===== src/rtl/load_store_unit.sv =====
// Load/store stage: one outstanding word-wide memory access, with lane steering and load extension.
// Optional wait-cycle timeout enabled by defining LSU_TIMEOUT_EN.
module load_store_unit #(
    parameter int ADDR_W         = 32,
    parameter int TIMEOUT_CYCLES = 64
) (
    input  logic              clk,
    input  logic              reset,
    input  logic              start,
    input  logic              is_store,
    input  logic [1:0]        size,
    input  logic              is_unsigned,
    input  logic [ADDR_W-1:0] addr,
    input  logic [31:0]       wdata,
    output logic              mem_req,
    output logic              mem_we,
    output logic [ADDR_W-1:0] mem_addr,
    output logic [3:0]        mem_wstrb,
    output logic [31:0]       mem_wdata,
    input  logic              mem_ready,
    input  logic [31:0]       mem_rdata,
    output logic              busy,
    output logic              done,
    output logic              fault,
    output logic [31:0]       rdata
);

    typedef enum logic [1:0] {IDLE, ACCESS, RESP} state_t;

    state_t            state_q, state_d;
    logic [1:0]        addr_lo_q, addr_lo_d;
    logic [1:0]        size_q, size_d;
    logic              uns_q, uns_d;
    logic              mem_req_q, mem_req_d;
    logic              mem_we_q, mem_we_d;
    logic [ADDR_W-1:0] mem_addr_q, mem_addr_d;
    logic [3:0]        mem_wstrb_q, mem_wstrb_d;
    logic [31:0]       mem_wdata_q, mem_wdata_d;
    logic              done_q, done_d;
    logic              fault_q, fault_d;
    logic [31:0]       rdata_q, rdata_d;

`ifdef LSU_TIMEOUT_EN
    localparam int WAIT_W = $clog2(TIMEOUT_CYCLES + 1);
    logic [WAIT_W-1:0] wait_q, wait_d;
`endif

    logic        misaligned;
    logic [3:0]  strb;
    logic [31:0] lane_wdata;
    logic [7:0]  ld_byte;
    logic [15:0] ld_half;
    logic [31:0] ld_ext;

    // Alignment check and store lane steering on the live request inputs.
    always_comb begin
        misaligned = 1'b0;
        strb       = 4'b1111;
        lane_wdata = wdata;
        case (size)
            2'b00: begin
                strb       = 4'b0001 << addr[1:0];
                lane_wdata = {4{wdata[7:0]}};
            end
            2'b01: begin
                misaligned = addr[0];
                strb       = 4'b0011 << addr[1:0];
                lane_wdata = {2{wdata[15:0]}};
            end
            2'b10: misaligned = (addr[1:0] != 2'b00);
            default: misaligned = 1'b1;
        endcase
    end

    // Load extraction uses the captured offset/size, since the inputs are free while busy.
    always_comb begin
        case (addr_lo_q)
            2'd0:    ld_byte = mem_rdata[7:0];
            2'd1:    ld_byte = mem_rdata[15:8];
            2'd2:    ld_byte = mem_rdata[23:16];
            default: ld_byte = mem_rdata[31:24];
        endcase
        ld_half = addr_lo_q[1] ? mem_rdata[31:16] : mem_rdata[15:0];
        case (size_q)
            2'b00:   ld_ext = {{24{ld_byte[7] & ~uns_q}}, ld_byte};
            2'b01:   ld_ext = {{16{ld_half[15] & ~uns_q}}, ld_half};
            default: ld_ext = mem_rdata;
        endcase
    end

    always_comb begin
        state_d     = state_q;
        addr_lo_d   = addr_lo_q;
        size_d      = size_q;
        uns_d       = uns_q;
        mem_req_d   = mem_req_q;
        mem_we_d    = mem_we_q;
        mem_addr_d  = mem_addr_q;
        mem_wstrb_d = mem_wstrb_q;
        mem_wdata_d = mem_wdata_q;
        done_d      = 1'b0;
        fault_d     = fault_q;
        rdata_d     = rdata_q;
`ifdef LSU_TIMEOUT_EN
        wait_d      = wait_q;
`endif
        case (state_q)
            IDLE: begin
                if (start) begin
                    addr_lo_d = addr[1:0];
                    size_d    = size;
                    uns_d     = is_unsigned;
                    if (misaligned) begin
                        state_d = RESP;
                        done_d  = 1'b1;
                        fault_d = 1'b1;
                    end else begin
                        state_d     = ACCESS;
                        mem_req_d   = 1'b1;
                        mem_we_d    = is_store;
                        mem_addr_d  = {addr[ADDR_W-1:2], 2'b00};
                        mem_wstrb_d = is_store ? strb : 4'b0000;
                        mem_wdata_d = lane_wdata;
                        fault_d     = 1'b0;
`ifdef LSU_TIMEOUT_EN
                        wait_d      = '0;
`endif
                    end
                end
            end
            ACCESS: begin
                if (mem_ready) begin
                    state_d   = RESP;
                    mem_req_d = 1'b0;
                    mem_we_d  = 1'b0;
                    done_d    = 1'b1;
                    fault_d   = 1'b0;
                    if (!mem_we_q)
                        rdata_d = ld_ext;
                end
`ifdef LSU_TIMEOUT_EN
                else if (wait_q == WAIT_W'(TIMEOUT_CYCLES - 1)) begin
                    state_d   = RESP;
                    mem_req_d = 1'b0;
                    mem_we_d  = 1'b0;
                    done_d    = 1'b1;
                    fault_d   = 1'b1;
                end else begin
                    wait_d = wait_q + 1'b1;
                end
`endif
            end
            RESP: begin
                state_d = IDLE;
                fault_d = 1'b0;
            end
            default: state_d = IDLE;
        endcase
    end

    always_ff @(posedge clk) begin
        if (reset) begin
            state_q     <= IDLE;
            addr_lo_q   <= '0;
            size_q      <= '0;
            uns_q       <= 1'b0;
            mem_req_q   <= 1'b0;
            mem_we_q    <= 1'b0;
            mem_addr_q  <= '0;
            mem_wstrb_q <= '0;
            mem_wdata_q <= '0;
            done_q      <= 1'b0;
            fault_q     <= 1'b0;
            rdata_q     <= '0;
`ifdef LSU_TIMEOUT_EN
            wait_q      <= '0;
`endif
        end else begin
            state_q     <= state_d;
            addr_lo_q   <= addr_lo_d;
            size_q      <= size_d;
            uns_q       <= uns_d;
            mem_req_q   <= mem_req_d;
            mem_we_q    <= mem_we_d;
            mem_addr_q  <= mem_addr_d;
            mem_wstrb_q <= mem_wstrb_d;
            mem_wdata_q <= mem_wdata_d;
            done_q      <= done_d;
            fault_q     <= fault_d;
            rdata_q     <= rdata_d;
`ifdef LSU_TIMEOUT_EN
            wait_q      <= wait_d;
`endif
        end
    end

    assign mem_req   = mem_req_q;
    assign mem_we    = mem_we_q;
    assign mem_addr  = mem_addr_q;
    assign mem_wstrb = mem_wstrb_q;
    assign mem_wdata = mem_wdata_q;
    assign busy      = (state_q != IDLE);
    assign done      = done_q;
    assign fault     = fault_q;
    assign rdata     = rdata_q;

endmodule


===== config.mk =====
export PLATFORM = sky130hd
export DESIGN_NAME = load_store_unit
export DESIGN_NICKNAME = d
export VERILOG_FILES = /design/src/rtl/load_store_unit.sv
export SDC_FILE = /design/constraint.sdc
export NUM_CORES = 1
export LEC_CHECK = 0
export ABC_CLOCK_PERIOD_IN_PS = 4900
export CORE_MARGIN = 2
export CORE_UTILIZATION = 65
export DETAILED_ROUTE_END_ITERATION = 10
export DONT_BUFFER_PORTS = 1
export HOLD_SLACK_MARGIN = 0.12
export PLACE_DENSITY = 0.81
export SKIP_CTS_REPAIR_TIMING = 1
export SLEW_MARGIN = 10
export SYNTH_ARGS = -nofsm -noshare
export SYNTH_HDL_FRONTEND = slang
export SYNTH_SLANG_ARGS = --single-unit

===== constraint.sdc =====
create_clock -name clk -period 4.9 [get_ports clk]
set_clock_uncertainty 0.1 [all_clocks]
set_input_delay 1.225 -clock clk [delete_from_list [all_inputs] [get_ports clk]]
set_output_delay 1.225 -clock clk [all_outputs]
set_load 0.05 [all_outputs]

==> impl_metrics.csv, run 1 <==
group,metric,value,unit
run_status,outcome,"finished, final reports clean",
synthesis,synth_area_leaders,"dfxtp_1, nand2_1, a21oi_1",
drt,ant_nets,0,
worst_setup_path,endpoint_kind,"output pin",
worst_setup_path,crit_top_cell,"inv_1",
pwr,ir_drop,0.1890,mV
timing,max_freq,343.8,MHz
worst_setup_path,cpPeakStageDelay,420,ps
clock_tree,clk_latency,350,ps
worst_setup_path,cp_num_buf_inv,2,
timing,grt_setup_unrepaired,"false",
place,gp_congestion,0.9094,
cells_and_area,multiInputGateArea,2449,um2
worst_setup_path,path_cells,"inv_1, ha_1, inv_1",
synthesis,synthCells,596,
grt,grt_first_pass_wirelength,19.64,mm
worst_setup_path,path_class,"reg -> out",
worst_hold_path,whs_path_depth,2,
cells_and_area,areaGrowthSynthToFinish,1.714,%
worst_setup_path,cp_data_arrival_time,1580,ps
synthesis,yosysWarnings,0,
timing,finalCritPeriodShare,59.37,%
worst_setup_path,cp-start-kind,"flop",
cells_and_area,register_area,2182,um2
worst_hold_path,hold_class,"reg -> reg",
clock_tree,cts_buffer_depth,2,
worst_setup_path,worstReg2RegEnd,"mem_wstrb[3]",
synthesis,syn_area,4891,um2
worst_hold_path,holdPathEnd,"size_q[1]",
grt,grt_remaining_overflow,0,
cells_and_area,finalNonFillerCells,663,
synthesis,synth_edf_count,0,
synthesis,ys_ff_latch,109,
worst_setup_path,cp_max_fo,12,
synthesis,synthFlopType,"dfxtp_1",
cells_and_area,fin_nets,666,
clock_tree,cts_root_buf,"clkbuf_8",
place,place_ws,1878,ps
grt,grt_max_degree,111,
synthesis,seq_area_frac_synth,44.61,%
drt,wl_per_cell,18.55,um
worst_setup_path,critPathSlowestCell,"inv_1",
clock_tree,cts_made_buffers,9,
clock_tree,h-tree-depth,3,
drt,drt-pass1-iter-count,5,
timing,final-hold-violation-count,0,
pwr,powerDensity,380.4,nW/um2
worst_hold_path,hold_start,"size_q[1]",
synthesis,netlist.area_leader.share,44.61,%
flow_run,maxCapViolCount,0,
drt,wl,12.30,mm
drt,drt_iter0_markers,297,
floorplan,die_y,90.75,um
worst_setup_path,cp-startpoint,"state_q[0]",
place,post-place-cells,647,
timing,slew_violations,0,
cells_and_area,fillers,616,
synthesis,synth_top_area_cell,"dfxtp_1",
synthesis,synth_common_cells,"nand2_1, dfxtp_1, a21oi_1",
worst_setup_path,worstPathRequired,3580,ps
cells_and_area,final_layout_size_suffix_gt1_share,7.447,%
clock_tree,clk_pin_slew,100,ps
place,dp_hpwl,8.705,mm
pwr,p_total,1.892,mW
cells_and_area,num_antenna_cells,0,
synthesis,synth_area_per_cell,8.206,um2
worst_setup_path,reg2reg_depth,6,
synthesis,post-synth-top-count-cell,"nand2_1",
worst_setup_path,r2r_slack,2230,ps
grt,grtUsageTotal,29.31,%
timing,min_period,2909,ps
floorplan,start_util,67.43,%
timing,slew_headroom,25.41,%
cells_and_area,utilization,68.59,%
clock_tree,cts_tree,"built",
timing,setup_viol,0,
synthesis,synth_cell_type_count,41,
worst_setup_path,worstReg2RegStart,"state_q[1]",
clock_tree,clock-sinks,109,
grt,antenna_found_initial,0,
timing,setup_ws,1991,ps
floorplan,rows,31,
drt,drc,0,
floorplan,core-area,7253,um2
worst_setup_path,crit_family,"buffers and inverters",
floorplan,die-area,8235,um2
floorplan,io_pins,209,
drt,via_per_inst,6.166,
timing,tightest_slew,1116,ps
timing,fin_setup_tns,0,ps
synthesis,ys_async_sr_fraction,0,%
drt,vias,4088,
grt,grt_pass1_vias,3785,
pwr,power.leakage,1.666,nW
floorplan,die_w,90.75,um
place,portBuffers,0,
## worst max path at each step
stage | end | slack, ps | cells past startpoint
2_1_floorplan | mem_req | 2470 | 5
3_3_place_gp | mem_wstrb[3] | 1950 | 4
3_5_place_dp | mem_wstrb[3] | 1880 | 4
4_1_cts | busy | 2000 | 3
5_1_grt | busy | 1900 | 3
6_report | busy | 1990 | 3
## final cells by class
class / instances / area share, %
Inverter: 7 / 0.5282
Clock inverter: 3 / 0.4024
Sequential cell: 109 / 43.86
Multi-Input combinational cell: 430 / 49.22
Tap cell: 99 / 2.490
Timing Repair Buffer: 2 / 0.3018
Clock buffer: 13 / 3.194
## power by group
part	internal, mW	switching, mW	leakage, nW
Combinational	0.0910	0.144	0.693
Sequential	0.940	0.220	0.888
Clock	0.213	0.285	0.0857
Total	1.24	0.648	1.67
## registers in the layout, indices dropped and copies added (netlist names), 2 cells and up
signal,flops
mem_wdata,32
state_q,2
addr_lo_q,2
mem_addr,30
mem_wstrb,4
size_q,2
rdata,32
## placed cells by master, fill, tap and decap left out, types with 2 or more instances in the layout
master,netlist,final
mux2i_1,28,28
nor2b_1,2,2
a311o_1,6,6
clkbuf_8,0,11
a31oi_1,8,8
conb_1,1,2
nor2_1,58,57
o211ai_1,4,4
inv_1,7,7
a21oi_2,2,2
and3_1,7,7
clkinvlp_4,0,2
dfxtp_1,109,109
clkbuf_1,22,2
ha_1,3,3
o21ai_0,11,11
a211oi_2,16,16
nand3_1,9,9
a21oi_1,72,72
a311oi_1,7,7
nand2_1,147,147
a211oi_1,28,28
buf_4,12,2
nor2_2,1,2
## worst reg2reg max path: cells and delay by family, from the launching register on
kind,cells,cell delay (ps)
flops,1,330
buf+inv,1,90
simple gates,1,260
fa+ha+maj,1,410
compound gates,3,1420
## per-layer routing
layer,track usage [%],share of wire (%)
met5,0,0
met1,39.83,42
met3,8.598,10
met2,44.47,46
met4,10.51,1.9
## logic make-up after synthesis
family | after synthesis | share of synthesized area [%]
other | 1 | 0.07667
muxes | 29 | 6.191
adders and majority gates | 3 | 0.7675
AOI/OAI and AO/OA | 164 | 22.97
DFF | 109 | 44.61
and+or+nand+nor | 232 | 19.57
buffers and inverters | 58 | 5.807
## stage by stage
step,cell area [um2],hold slack (ps)
CTS,4975,368.7
finish,4975,376.1
detailed placement,4796,355.6
global route,4975,417.6
floorplan,4895,350.0
global placement,4796,353.0
No activity file was read; power rests on OpenSTA's default activity.
==> run 2, diff against run 1 <==
ABC_CLOCK_PERIOD_IN_PS = 2500   (was 4900)
CORE_UTILIZATION = 57   (was 65)
PLACE_DENSITY = 0.75   (was 0.81)
clock period = 2.5 ns   (was 4.9 ns; I/O delays follow)
==> run 2 against run 1 <==
Global-route usage fell by 3.8 points. Flip-flop and latch count stayed put. Sequential power up 95%. Worst hold slack worse by 150 ps. Cell count increased by 2.1%. Utilization fell by 6.6 points. Critical path depth is 2 higher. Clock power rose by 140%. Register-to-register slack lost 1700 ps.
==> impl_metrics.csv, run 2 (synthesis gave the netlist of run 1 again) <==
group,metric,value,unit
timing,final-hold-violation-count,0,
drt,wl,12.14,mm
floorplan,rows,33,
worst_setup_path,critPathSlowestCell,"dfxtp_1",
timing,grt_setup_unrepaired,"false",
drt,ant_nets,0,
place,gp_congestion,0.9496,
floorplan,die_y,96.63,um
timing,slew_headroom,26.71,%
worst_hold_path,hold_start,"reset",
worst_setup_path,path_cells,"inv_1, ha_1, buf_4, inv_1, buf_4",
worst_setup_path,cp-start-kind,"flop",
timing,finalCritPeriodShare,88.38,%
drt,via_per_inst,6.068,
cells_and_area,layout_common_cells,"nand2_1, dfxtp_1, a21oi_1",
drt,drt_iter0_markers,308,
cells_and_area,final_common_cell,"nand2_1",
pwr,ir_drop,0.3785,mV
cells_and_area,fin_area,5115,um2
cells_and_area,final_layout_size_suffix_gt1_share,9.091,%
timing,tightest_slew,1096,ps
run_status,outcome,"finished, final reports clean",
worst_setup_path,cpPeakStageDelay,400,ps
floorplan,io_pins,209,
clock_tree,cts_buffer_depth,2,
cells_and_area,utilization,61.94,%
grt,grt_first_pass_wirelength,19.87,mm
pwr,powerDensity,769.8,nW/um2
drt,drt-pass1-iter-count,5,
floorplan,start_util,59.23,%
timing,slew_violations,0,
worst_hold_path,whs_path_depth,1,
drt,drc,0,
worst_setup_path,cp-startpoint,"state_q[0]",
grt,grt_max_degree,111,
clock_tree,cts_root_buf,"clkbuf_8",
clock_tree,h-tree-depth,3,
floorplan,die_w,96.63,um
timing,setup_viol,0,
floorplan,die-area,9337,um2
place,portBuffers,0,
clock_tree,cts_tree,"built",
worst_setup_path,worstReg2RegStart,"state_q[1]",
worst_setup_path,worstPathRequired,1770,ps
timing,min_period,2210,ps
flow_run,maxCapViolCount,0,
clock_tree,clk_latency,360,ps
worst_setup_path,worstReg2RegEnd,"mem_wdata[13]",
worst_setup_path,endpoint_kind,"output pin",
worst_setup_path,cp_data_arrival_time,1480,ps
worst_hold_path,holdPathEnd,"mem_addr[18]",
floorplan,core-area,8258,um2
clock_tree,clk_pin_slew,100,ps
drt,wl_per_cell,17.93,um
cells_and_area,areaGrowthSynthToFinish,4.579,%
place,dp_hpwl,8.727,mm
grt,grt_remaining_overflow,0,
clock_tree,clock-sinks,109,
grt,grtUsageTotal,25.54,%
worst_setup_path,r2r_slack,540,ps
drt,vias,4108,
cells_and_area,fin_nets,674,
worst_setup_path,reg2reg_depth,7,
worst_setup_path,path_class,"reg -> out",
timing,max_freq,452.6,MHz
cells_and_area,num_antenna_cells,0,
place,placed_cell_area,4888,um2
worst_setup_path,cp_max_fo,10,
grt,grt_pass1_vias,3826,
pwr,power.leakage,1.739,nW
worst_hold_path,hold_class,"in -> reg",
clock_tree,cts_made_buffers,9,
grt,antenna_found_initial,0,
timing,fin_setup_tns,0,ps
-- run 2: area by class of cell --
type,count,area [um2]
clock buffers,9,123.9
clock inverters,7,102.6
fillers,736,3143
inverters,7,26.28
multi-input cells,430,2449
flip-flops and latches,109,2182
well taps,105,131.4
repair buffers,10,100.1
-- run 2: how the worst max path moves through the flow --
| stage | to | slack (ps) |
|---|---|---|
| floorplan | fault | 500 |
| global placement | mem_addr[17] | 450 |
| detailed placement | mem_addr[23] | 380 |
| CTS | busy | 280 |
| global route | busy | 190 |
| finish | busy | 290 |
-- run 2: metrics by stage --
step,setup WS (ps),instances,hold WS (ps),power (mW)
global route,188.4,677,185.6,4.111
floorplan,496.4,597,350.0,2.727
CTS,275.5,677,203.3,3.966
global placement,453.1,661,349.3,2.772
detailed placement,377.4,661,362.1,2.794
finish,290.5,677,223.7,3.937
-- run 2: routing by layer --
metal	GRT usage (%)	share of wire [%]	vias up
met3	9.176	9.9	30
met5	0	0	-
met4	10.18	2.6	0
met1	34.65	42	1861
met2	37.07	45	217
li1	-	-	2000
-- run 2: critical path: cells and delay by family (launching register included) --
family | cells | cell delay (ps)
buffers and inverters | 4 | 520
DFF | 1 | 400
adders and majority gates | 1 | 220
-- run 2: power breakdown --
group / internal [mW] / switching (mW) / leakage (nW)
logic: 0.199 / 0.292 / 0.741
registers: 1.84 / 0.419 / 0.888
clock network: 0.577 / 0.607 / 0.111
total: 2.62 / 1.32 / 1.74
